==> src/rtl/async_fifo_pkg.sv <==
// -----------------------------------------------------------------------------
// async_fifo_pkg
// Helpers shared by the read-side and write-side controllers of the
// asynchronous FIFO.
//   bin2gray / gray2bin : pointer code conversions. They work on any width up
//                         to 32 bits. Zero-extend the pointer on the way in and
//                         cast the result back to the pointer width. Zero
//                         upper bits do not change the low bits of either
//                         conversion.
//   ASYNC_FIFO_SYNC_STAGES_DEFAULT : default depth of a pointer synchroniser.
// -----------------------------------------------------------------------------
package async_fifo_pkg;

  localparam int ASYNC_FIFO_SYNC_STAGES_DEFAULT = 2;

  function automatic logic [31:0] bin2gray(input logic [31:0] b);
    return b ^ (b >> 1);
  endfunction

  // Bit i of the binary value is the XOR of all Gray bits at or above i.
  function automatic logic [31:0] gray2bin(input logic [31:0] g);
    logic [31:0] b;
    b[31] = g[31];
    for (int i = 30; i >= 0; i--) begin
      b[i] = b[i+1] ^ g[i];
    end
    return b;
  endfunction

endpackage : async_fifo_pkg

==> src/rtl/gray_ptr_sync.sv <==
// -----------------------------------------------------------------------------
// gray_ptr_sync
// An N-stage, W-bit flop chain that carries a Gray-coded pointer into the clk
// domain. Every stage resets to 0. There is no logic between the stages.
// Every stage is marked so that synthesis keeps it and does not retime it.
// The write side reuses this module for the read pointer.
//   clk   : destination-domain clock
//   rst_n : asynchronous active-low reset
//   d_i   : Gray pointer from the other clock domain
//   q_o   : synchronised Gray pointer (final stage)
// -----------------------------------------------------------------------------
module gray_ptr_sync #(
  parameter int W = 5,
  parameter int N = 2
) (
  input  logic         clk,
  input  logic         rst_n,
  input  logic [W-1:0] d_i,
  output logic [W-1:0] q_o
);

  (* keep = "true", async_reg = "true", dont_retime = "true" *)
  logic [W-1:0] stage_q [N];

  // NOTE: every stage is reset. These are ordinary flops, not a RAM, so the
  // reset is cheap, and it guarantees a known all-zero pointer after reset.
  always_ff @(posedge clk or negedge rst_n) begin
    if (!rst_n) begin
      for (int i = 0; i < N; i++) stage_q[i] <= '0;
    end else begin
      stage_q[0] <= d_i;
      for (int i = 1; i < N; i++) stage_q[i] <= stage_q[i-1];
    end
  end

  assign q_o = stage_q[N-1];

endmodule : gray_ptr_sync

==> src/rtl/async_fifo_rd_ctrl.sv <==
// -----------------------------------------------------------------------------
// async_fifo_rd_ctrl
// Read-side pointer controller of the asynchronous FIFO.
//   - Synchronises the write Gray pointer and converts it to binary.
//   - Keeps the read pointer in binary and Gray form.
//   - Produces the registered empty and level outputs.
//   - Returns the Gray read pointer straight from a flop.
// Parameters:
//   W_ADDR      : log2 of FIFO depth; pointers are W_ADDR+1 bits
//   SYNC_STAGES : write-pointer synchroniser depth (>= 2)
// Ports:
//   clk, rst_n     : read clock, asynchronous active-low reset
//   wptr_gry_async : Gray write pointer, asynchronous to clk
//   rd_en          : pop request; ignored while empty
//   empty, level   : registered empty flag and readable entry count
//   raddr          : RAM address of the head entry
//   rptr_gry       : registered Gray read pointer for the write side
//   underflow      : sticky pop-while-empty flag. It is only built when
//                    ASYNC_FIFO_RD_UNDERFLOW_CHK_EN is defined; otherwise it
//                    is tied to 0.
// -----------------------------------------------------------------------------
module async_fifo_rd_ctrl
  import async_fifo_pkg::*;
#(
  parameter int W_ADDR      = 4,
  parameter int SYNC_STAGES = ASYNC_FIFO_SYNC_STAGES_DEFAULT
) (
  input  logic              clk,
  input  logic              rst_n,
  input  logic [W_ADDR:0]   wptr_gry_async,
  input  logic              rd_en,
  output logic              empty,
  output logic [W_ADDR:0]   level,
  output logic [W_ADDR-1:0] raddr,
  output logic [W_ADDR:0]   rptr_gry,
  output logic              underflow
);

  localparam int PW = W_ADDR + 1;
  typedef logic [PW-1:0] ptr_t;

  ptr_t wsync_gry, wsync_bin;
  ptr_t rptr_bin_q, rptr_bin_d;
  ptr_t rptr_gry_q, rptr_gry_d;
  ptr_t level_q, level_d;
  logic empty_q, empty_d;
  logic pop;

  gray_ptr_sync #(
    .W (PW),
    .N (SYNC_STAGES)
  ) u_wptr_sync (
    .clk   (clk),
    .rst_n (rst_n),
    .d_i   (wptr_gry_async),
    .q_o   (wsync_gry)
  );

  assign wsync_bin = ptr_t'(gray2bin(32'(wsync_gry)));

  // A pop is only accepted against the registered empty flag. An accepted pop
  // and a newly synchronised write pointer both feed the same next-state
  // values.
  assign pop        = rd_en & ~empty_q;
  assign rptr_bin_d = rptr_bin_q + ptr_t'(pop);
  assign rptr_gry_d = ptr_t'(bin2gray(32'(rptr_bin_d)));
  assign empty_d    = (wsync_gry == rptr_gry_d);
  // Modular subtraction gives the count directly, including full (2^W_ADDR)
  // and across pointer wrap.
  assign level_d    = wsync_bin - rptr_bin_d;

  // NOTE: state flops use non-blocking assignments, so every register samples
  // the pre-edge values of the others regardless of statement order.
  always_ff @(posedge clk or negedge rst_n) begin
    if (!rst_n) begin
      rptr_bin_q <= '0;
      rptr_gry_q <= '0;
      level_q    <= '0;
      empty_q    <= 1'b1;
    end else begin
      rptr_bin_q <= rptr_bin_d;
      rptr_gry_q <= rptr_gry_d;
      level_q    <= level_d;
      empty_q    <= empty_d;
    end
  end

  assign empty    = empty_q;
  assign level    = level_q;
  assign raddr    = rptr_bin_q[W_ADDR-1:0];
  assign rptr_gry = rptr_gry_q;

`ifdef ASYNC_FIFO_RD_UNDERFLOW_CHK_EN
  logic underflow_q;

  always_ff @(posedge clk or negedge rst_n) begin
    if (!rst_n) underflow_q <= 1'b0;
    else        underflow_q <= underflow_q | (rd_en & empty_q);
  end

  assign underflow = underflow_q;

`ifndef SYNTHESIS
  underflow_a : assert property (@(posedge clk) disable iff (!rst_n) !(rd_en && empty_q))
    else $warning("async_fifo_rd_ctrl: pop requested while empty");
`endif
`else
  assign underflow = 1'b0;
`endif

endmodule : async_fifo_rd_ctrl

==> config.mk <==
export PLATFORM = sky130hd
export DESIGN_NAME = async_fifo_rd_ctrl
export DESIGN_NICKNAME = d
export VERILOG_FILES = /design/src/rtl/async_fifo_pkg.sv /design/src/rtl/gray_ptr_sync.sv /design/src/rtl/async_fifo_rd_ctrl.sv
export SDC_FILE = /design/constraint.sdc
export NUM_CORES = 1
export LEC_CHECK = 0
export CORE_UTILIZATION = 45
export DETAILED_ROUTE_END_ITERATION = 16
export PLACE_DENSITY = 0.74
export SLEW_MARGIN = 0
export SYNTH_ARGS = -nofsm -noshare
export SYNTH_HDL_FRONTEND = slang
export SYNTH_SLANG_ARGS = --single-unit
export TNS_END_PERCENT = 100
==> constraint.sdc <==
create_clock -name clk -period 2.9 [get_ports clk]
set_clock_uncertainty 0.1 [all_clocks]
set_input_delay 0.58 -clock clk [delete_from_list [all_inputs] [get_ports clk]]
set_output_delay 0.58 -clock clk [all_outputs]
set_load 0.02 [all_outputs]
* After elaboration in Yosys (flattened, before gate mapping)
Index checks and enable logic that the tools add are counted.
** Storage, ports and cells
- Register bits :: 26
- Bits in latches :: 0
- Memory bits (writable) :: 0
- ROM bits :: 0
- Output and inout port bits :: 16
- Memories kept :: 0
** Operators by class
- Add/subtract/negate cells :: 2
- Multipliers :: 0
- Divide/modulo/power cells :: 0
- Magnitude comparators :: 0
- Eq/ne operators :: 1
- Shift-type cells :: 0
- Mux-type cells :: 0
- Bitwise gates (word level) :: 7
- Reduce and logical (&&, ||, !) cells :: 0
** Operators by type and width (number)
- adder 5 x 1 -> 5 bit :: 1
- == test 5 bit :: 1
- subtractor 5 bit :: 1
- bitwise XOR 5 x 4 -> 5 bit :: 1
- bitwise XOR 1 bit :: 4
- AND 1 bit :: 1
- NOT 1 bit :: 1

* Logic depth before layout (Yosys ltp)
Gate-level depths: netlist of run 1.
- Depth in word-level cells :: 5
- Gate-level depth with buffers :: 10

* Hierarchy
Synthesis of run 1 repeated with hierarchy kept, for this count alone.
** Unflattened totals
- Cells, all modules :: 84
- Area total of the unflattened synthesis :: 1138.6 um2
** By module, submodules not included
- async_fifo_rd_ctrl :: times used 1, cells each 69, area each 850.8 um2, seq. area each 376.6 um2
- gray_ptr_sync :: times used 1, cells each 15, area each 287.8 um2, seq. area each 250.2 um2

* Worst setup path before layout of run 1
Ideal clock, no wire load.
- Kind :: input to register
- Start :: input port rd_en
- End :: register level_q[4], in the netlist level[4]
- Data arrival time :: 2.372 ns
- Slack :: 0.305 ns
- Stages :: 8
- Path buffers :: 0
- Cells stage by stage :: nor2b_1 -> ha_1 -> ha_1 -> xnor2_1 -> ha_1 -> a21oi_1 -> maj3_1 -> xnor2_1
** On the way
- Cells in the longest elaborated chain, start to end :: 3
** Ends and longest elaborated chain
- from (decl) :: RTL line async_fifo_rd_ctrl.sv:31 : input logic rd_en,
- AND 1 bit :: RTL line async_fifo_rd_ctrl.sv:64 : assign pop = rd_en & ~empty_q;
- adder 5 x 1 -> 5 bit :: RTL line async_fifo_rd_ctrl.sv:65 : assign rptr_bin_d = rptr_bin_q + ptr_t'(pop);
- subtractor 5 bit :: RTL line async_fifo_rd_ctrl.sv:70 : assign level_d = wsync_bin - rptr_bin_d;
- via level_d[4] :: RTL line async_fifo_rd_ctrl.sv:45 : ptr_t level_q, level_d;
- to (signal assigned) :: RTL line async_fifo_rd_ctrl.sv:83 : level_q <= level_d;
- to (decl) :: RTL line async_fifo_rd_ctrl.sv:45
The timed path passes the listed nets, and every way through them passes these cells.

* Final worst setup path of run 1
- Start :: register u_wptr_sync.stage_q (netlist bit u_wptr_sync.q_o[4])
- End :: register level_q[4], in the netlist level[4]
** On the way
- Cells in the longest elaborated chain, start to end :: 5
** Ends and longest elaborated chain
- from (decl) :: RTL line gray_ptr_sync.sv:23 : logic [W-1:0] stage_q [N];
- bitwise XOR 1 bit (4 in series) :: RTL line async_fifo_pkg.sv:25 : b[i] = b[i+1] ^ g[i];
- subtractor 5 bit (*) :: RTL line async_fifo_rd_ctrl.sv:70
- via level_d[4] :: RTL line async_fifo_rd_ctrl.sv:45
Mark *: on every way through the listed nets, which the timed path passes. The rest lies on a longest branch.

==> run metrics, run 1 <==
outcome finished clean; Inserted Diodes 0; IO Count 24; routed length per placed instance 11.8 um; worst max-slew margin expressed relative to the limit 65.2%; input/output buffers 22; number of iterations in the first detailed-routing pass 3; clock buffer count from CTS 3; number of cell rows 17; fraction of the mapped netlist area in simple logic gates 4.60%; WL final 1600 um; Final Hold Vio Count 0; maximum level of the CTS H-tree 1; Setup Crit Path Kind register to register; Avg Synthesized Cell Area 13.8 sq um; Compound-Gate Fraction of Synth Area 5.87%; Data required, critical path 3.04 ns; global-route usage over all layers 16.0%; violation count after the first detailed-routing iteration 1; Static Leakage 0.624 nW; largest fanout on the critical path 3; number of antenna violations at the first check in global routing 0; antenna-violating nets left 0; Via-to-Cell Ratio 4.74; Synth cell types 28; via count of the first global-routing pass 672; setup slack of the critical path after layout 0.268 ns; highest ir drop seen on vdd 0.000602 V; leading cell type in the layout, fill and taps excluded sky130_fd_sc_hd__dfrtp_1; Synth-to-Final Area Change 29.0%; mux share of post-synthesis cell area 0.921%; Max Clk Rate 380 MHz; clock root buffer sky130_fd_sc_hd__clkbuf_4; post-synthesis share of cell area spent on xor and xnor gates 19.7%; Fin Setup TNS 0 ns; pin slew with the least headroom to its limit 0.521 ns; die width 51.2 um; post-synth net total 93; # setup viols final 0; number of standard cells after synthesis 79; path type of the worst min-delay path register to register; cell types with the largest area share after synthesis sky130_fd_sc_hd__dfrtp_1, sky130_fd_sc_hd__xnor2_1, sky130_fd_sc_hd__ha_1; DR vias 645; Die Y-Extent 51.2 um; total overflow reported by the global router 0; most common flop cell mapped by yosys sky130_fd_sc_hd__dfrtp_1; CTS tree yes; total of warnings raised by yosys 0; total power consumption of the routed design 1.69 mW; area leader, netlist sky130_fd_sc_hd__dfrtp_1; share of cells above drive strength 1 11.1%; Synth top area share 55.2%; category of the worst setup path launch point register; number of enable-type register cells in the synthesized netlist 0; Core Region 2250 sq um; Crit. End Element register; arrival time at the worst endpoint 2.78 ns; largest family of logic cells by synthesized area XOR/XNOR gates; final critical-path share of the clock period 90.8%; first-pass GRT wire length 2900 um; Synth async-reset ratio 100%; highest-count cells in the layout ignoring fill and taps sky130_fd_sc_hd__dfrtp_1, sky130_fd_sc_hd__clkdlybuf4s50_1, sky130_fd_sc_hd__xnor2_1; Die ar. 2620 sq um; adder-cell share of the synthesized area 8.52%; drt drc 0; ratio of total power to cell area 1200 nW/um^2; worst slack after detailed placement -0.0208 ns; clock slew seen by the registers of the worst setup and hold paths 0.12 ns; CTS sink cnt 25; initial standard-cell utilization of the core 48.2%; cell area reported after detailed placement 1370 sq um; Max Buffers Root-to-Sink 2; filler instances 190; max-cap violation count 0; Mapped Area 1090 sq um; RSZ-0062 raised after global routing false; minimum clock period 2.63 ns; net count of the finished layout 123; Routability Congestion 0.800; final slew viol count 0; flip-flop and latch count after synthesis 25; share of the yosys chip area belonging to registers 57.7%; largest net degree at the start of global routing 15; hold_buf cts 0; Design Area, Final 1400 sq um; clock insertion delay at the later pin of the skew report 0.31 ns; detailed placement HPWL 1280 um
[cell families after synthesis]
logic type / count (synthesis)
other: 1
flip-flops: 25
buffers and inverters: 6
AO/OA/AOI/OAI: 9
XOR/XNOR: 21
adder cells (fa/ha/maj): 7
multiplexers: 1
AND/OR/NAND/NOR: 9
[worst paths after layout]
check | startpoint | to | slack [ns] | cells past startpoint
max | u_wptr_sync.q_o[4] | level[4] | 0.27 | 10
min | u_wptr_sync.stage_q[6] | u_wptr_sync.q_o[1] | 0.26 | 0
max reg2reg | u_wptr_sync.q_o[4] | level[4] | 0.27 | 10
min reg2reg | u_wptr_sync.stage_q[6] | u_wptr_sync.q_o[1] | 0.26 | 0
max in group asynchronous | rst_n | rptr_gry[3] | 1.63 | 2
min in group asynchronous | rst_n | level[3] | 0.50 | 1
[per-layer routing]
| metal | track usage, % | wire (um) | up-vias |
|---|---|---|---|
| li1 | - | - | 314 |
| met3 | 3.57 | 58 | 5 |
| met4 | 11.1 | 51 | 0 |
| met5 | 0 | 0 | - |
| met1 | 18.3 | 673 | 312 |
| met2 | 26.5 | 815 | 14 |
[report_power, final]
| group | total [mW] | internal, mW | switching, mW |
|---|---|---|---|
| registers | 0.558 | 0.475 | 0.0825 |
| logic | 0.985 | 0.511 | 0.474 |
| clock network | 0.146 | 0.0538 | 0.0919 |
| total | 1.69 | 1.04 | 0.649 |
[what timing repair did]
action / CTS / global route
setup buffers: 0 / 0
setup endpoints to repair: 0 / 1
resized for setup: 0 / 1
[sequential cells by signal, indices dropped and copies added, names as in the netlist]
name,count
empty,1
u_wptr_sync.q_o,5
u_wptr_sync.stage_q,5
rptr_gry,4
level,5
rptr_bin_q,5
[critical path, cell delays in order (launching register included)]
cell,delay [ns]
sky130_fd_sc_hd__dfrtp_1,0.43
sky130_fd_sc_hd__xnor2_2,0.27
sky130_fd_sc_hd__xnor2_1,0.20
sky130_fd_sc_hd__xor2_1,0.27
sky130_fd_sc_hd__xnor2_1,0.16
sky130_fd_sc_hd__ha_1,0.16
sky130_fd_sc_hd__inv_1,0.06
sky130_fd_sc_hd__fa_1,0.39
sky130_fd_sc_hd__a21oi_1,0.20
sky130_fd_sc_hd__maj3_1,0.22
sky130_fd_sc_hd__xnor2_1,0.12
[synthesized netlist by cell type, types with 2 or more instances]
cell and number:
sky130_fd_sc_hd__a21boi_0 2, sky130_fd_sc_hd__a21oi_1 2, sky130_fd_sc_hd__dfrtp_1 24, sky130_fd_sc_hd__ha_1 5, sky130_fd_sc_hd__inv_1 4, sky130_fd_sc_hd__nand3_1 2
sky130_fd_sc_hd__nor2_1 2, sky130_fd_sc_hd__xnor2_1 12, sky130_fd_sc_hd__xor2_1 7
[cell type report]
type	count	area [sq um]	share of cell area, %
flip-flops and latches	25	627	44.7
inverters	4	15.0	1.07
well taps	28	35.0	2.50
clock buffers	4	26.3	1.87
multi-input cells	48	442	31.5
repair buffers	27	258	18.4
[metrics by stage]
stage	std cells	util, %	hold WS (ns)
after floorplan	79	-	0.184
after global placement	132	60.7	0.232
after detailed placement	132	60.7	0.235
after CTS	136	61.9	0.263
after global routing	136	62.2	0.272
final	136	62.2	0.261
No activity file was read; power rests on OpenSTA's default activity.
==> inputs of run 2 (changes only) <==
--- a/config.mk
+++ b/config.mk
@@ -6,6 +6,7 @@
 export NUM_CORES = 1
 export LEC_CHECK = 0
 export CORE_UTILIZATION = 45
+export CTS_CLUSTER_DIAMETER = 100
 export DETAILED_ROUTE_END_ITERATION = 16
 export PLACE_DENSITY = 0.74
 export SLEW_MARGIN = 0
==> results of run 2 <==
Same layout as run 1: the final DEF is identical, and so are final timing and power.
==> inputs of run 3 (changes only) <==
--- a/config.mk
+++ b/config.mk
@@ -13,4 +13,4 @@
 export SYNTH_ARGS = -nofsm -noshare
 export SYNTH_HDL_FRONTEND = slang
 export SYNTH_SLANG_ARGS = --single-unit
-export TNS_END_PERCENT = 100
+export TNS_END_PERCENT = 10
==> results of run 3 <==
Same layout as run 1: the final DEF is identical, and so are final timing and power.
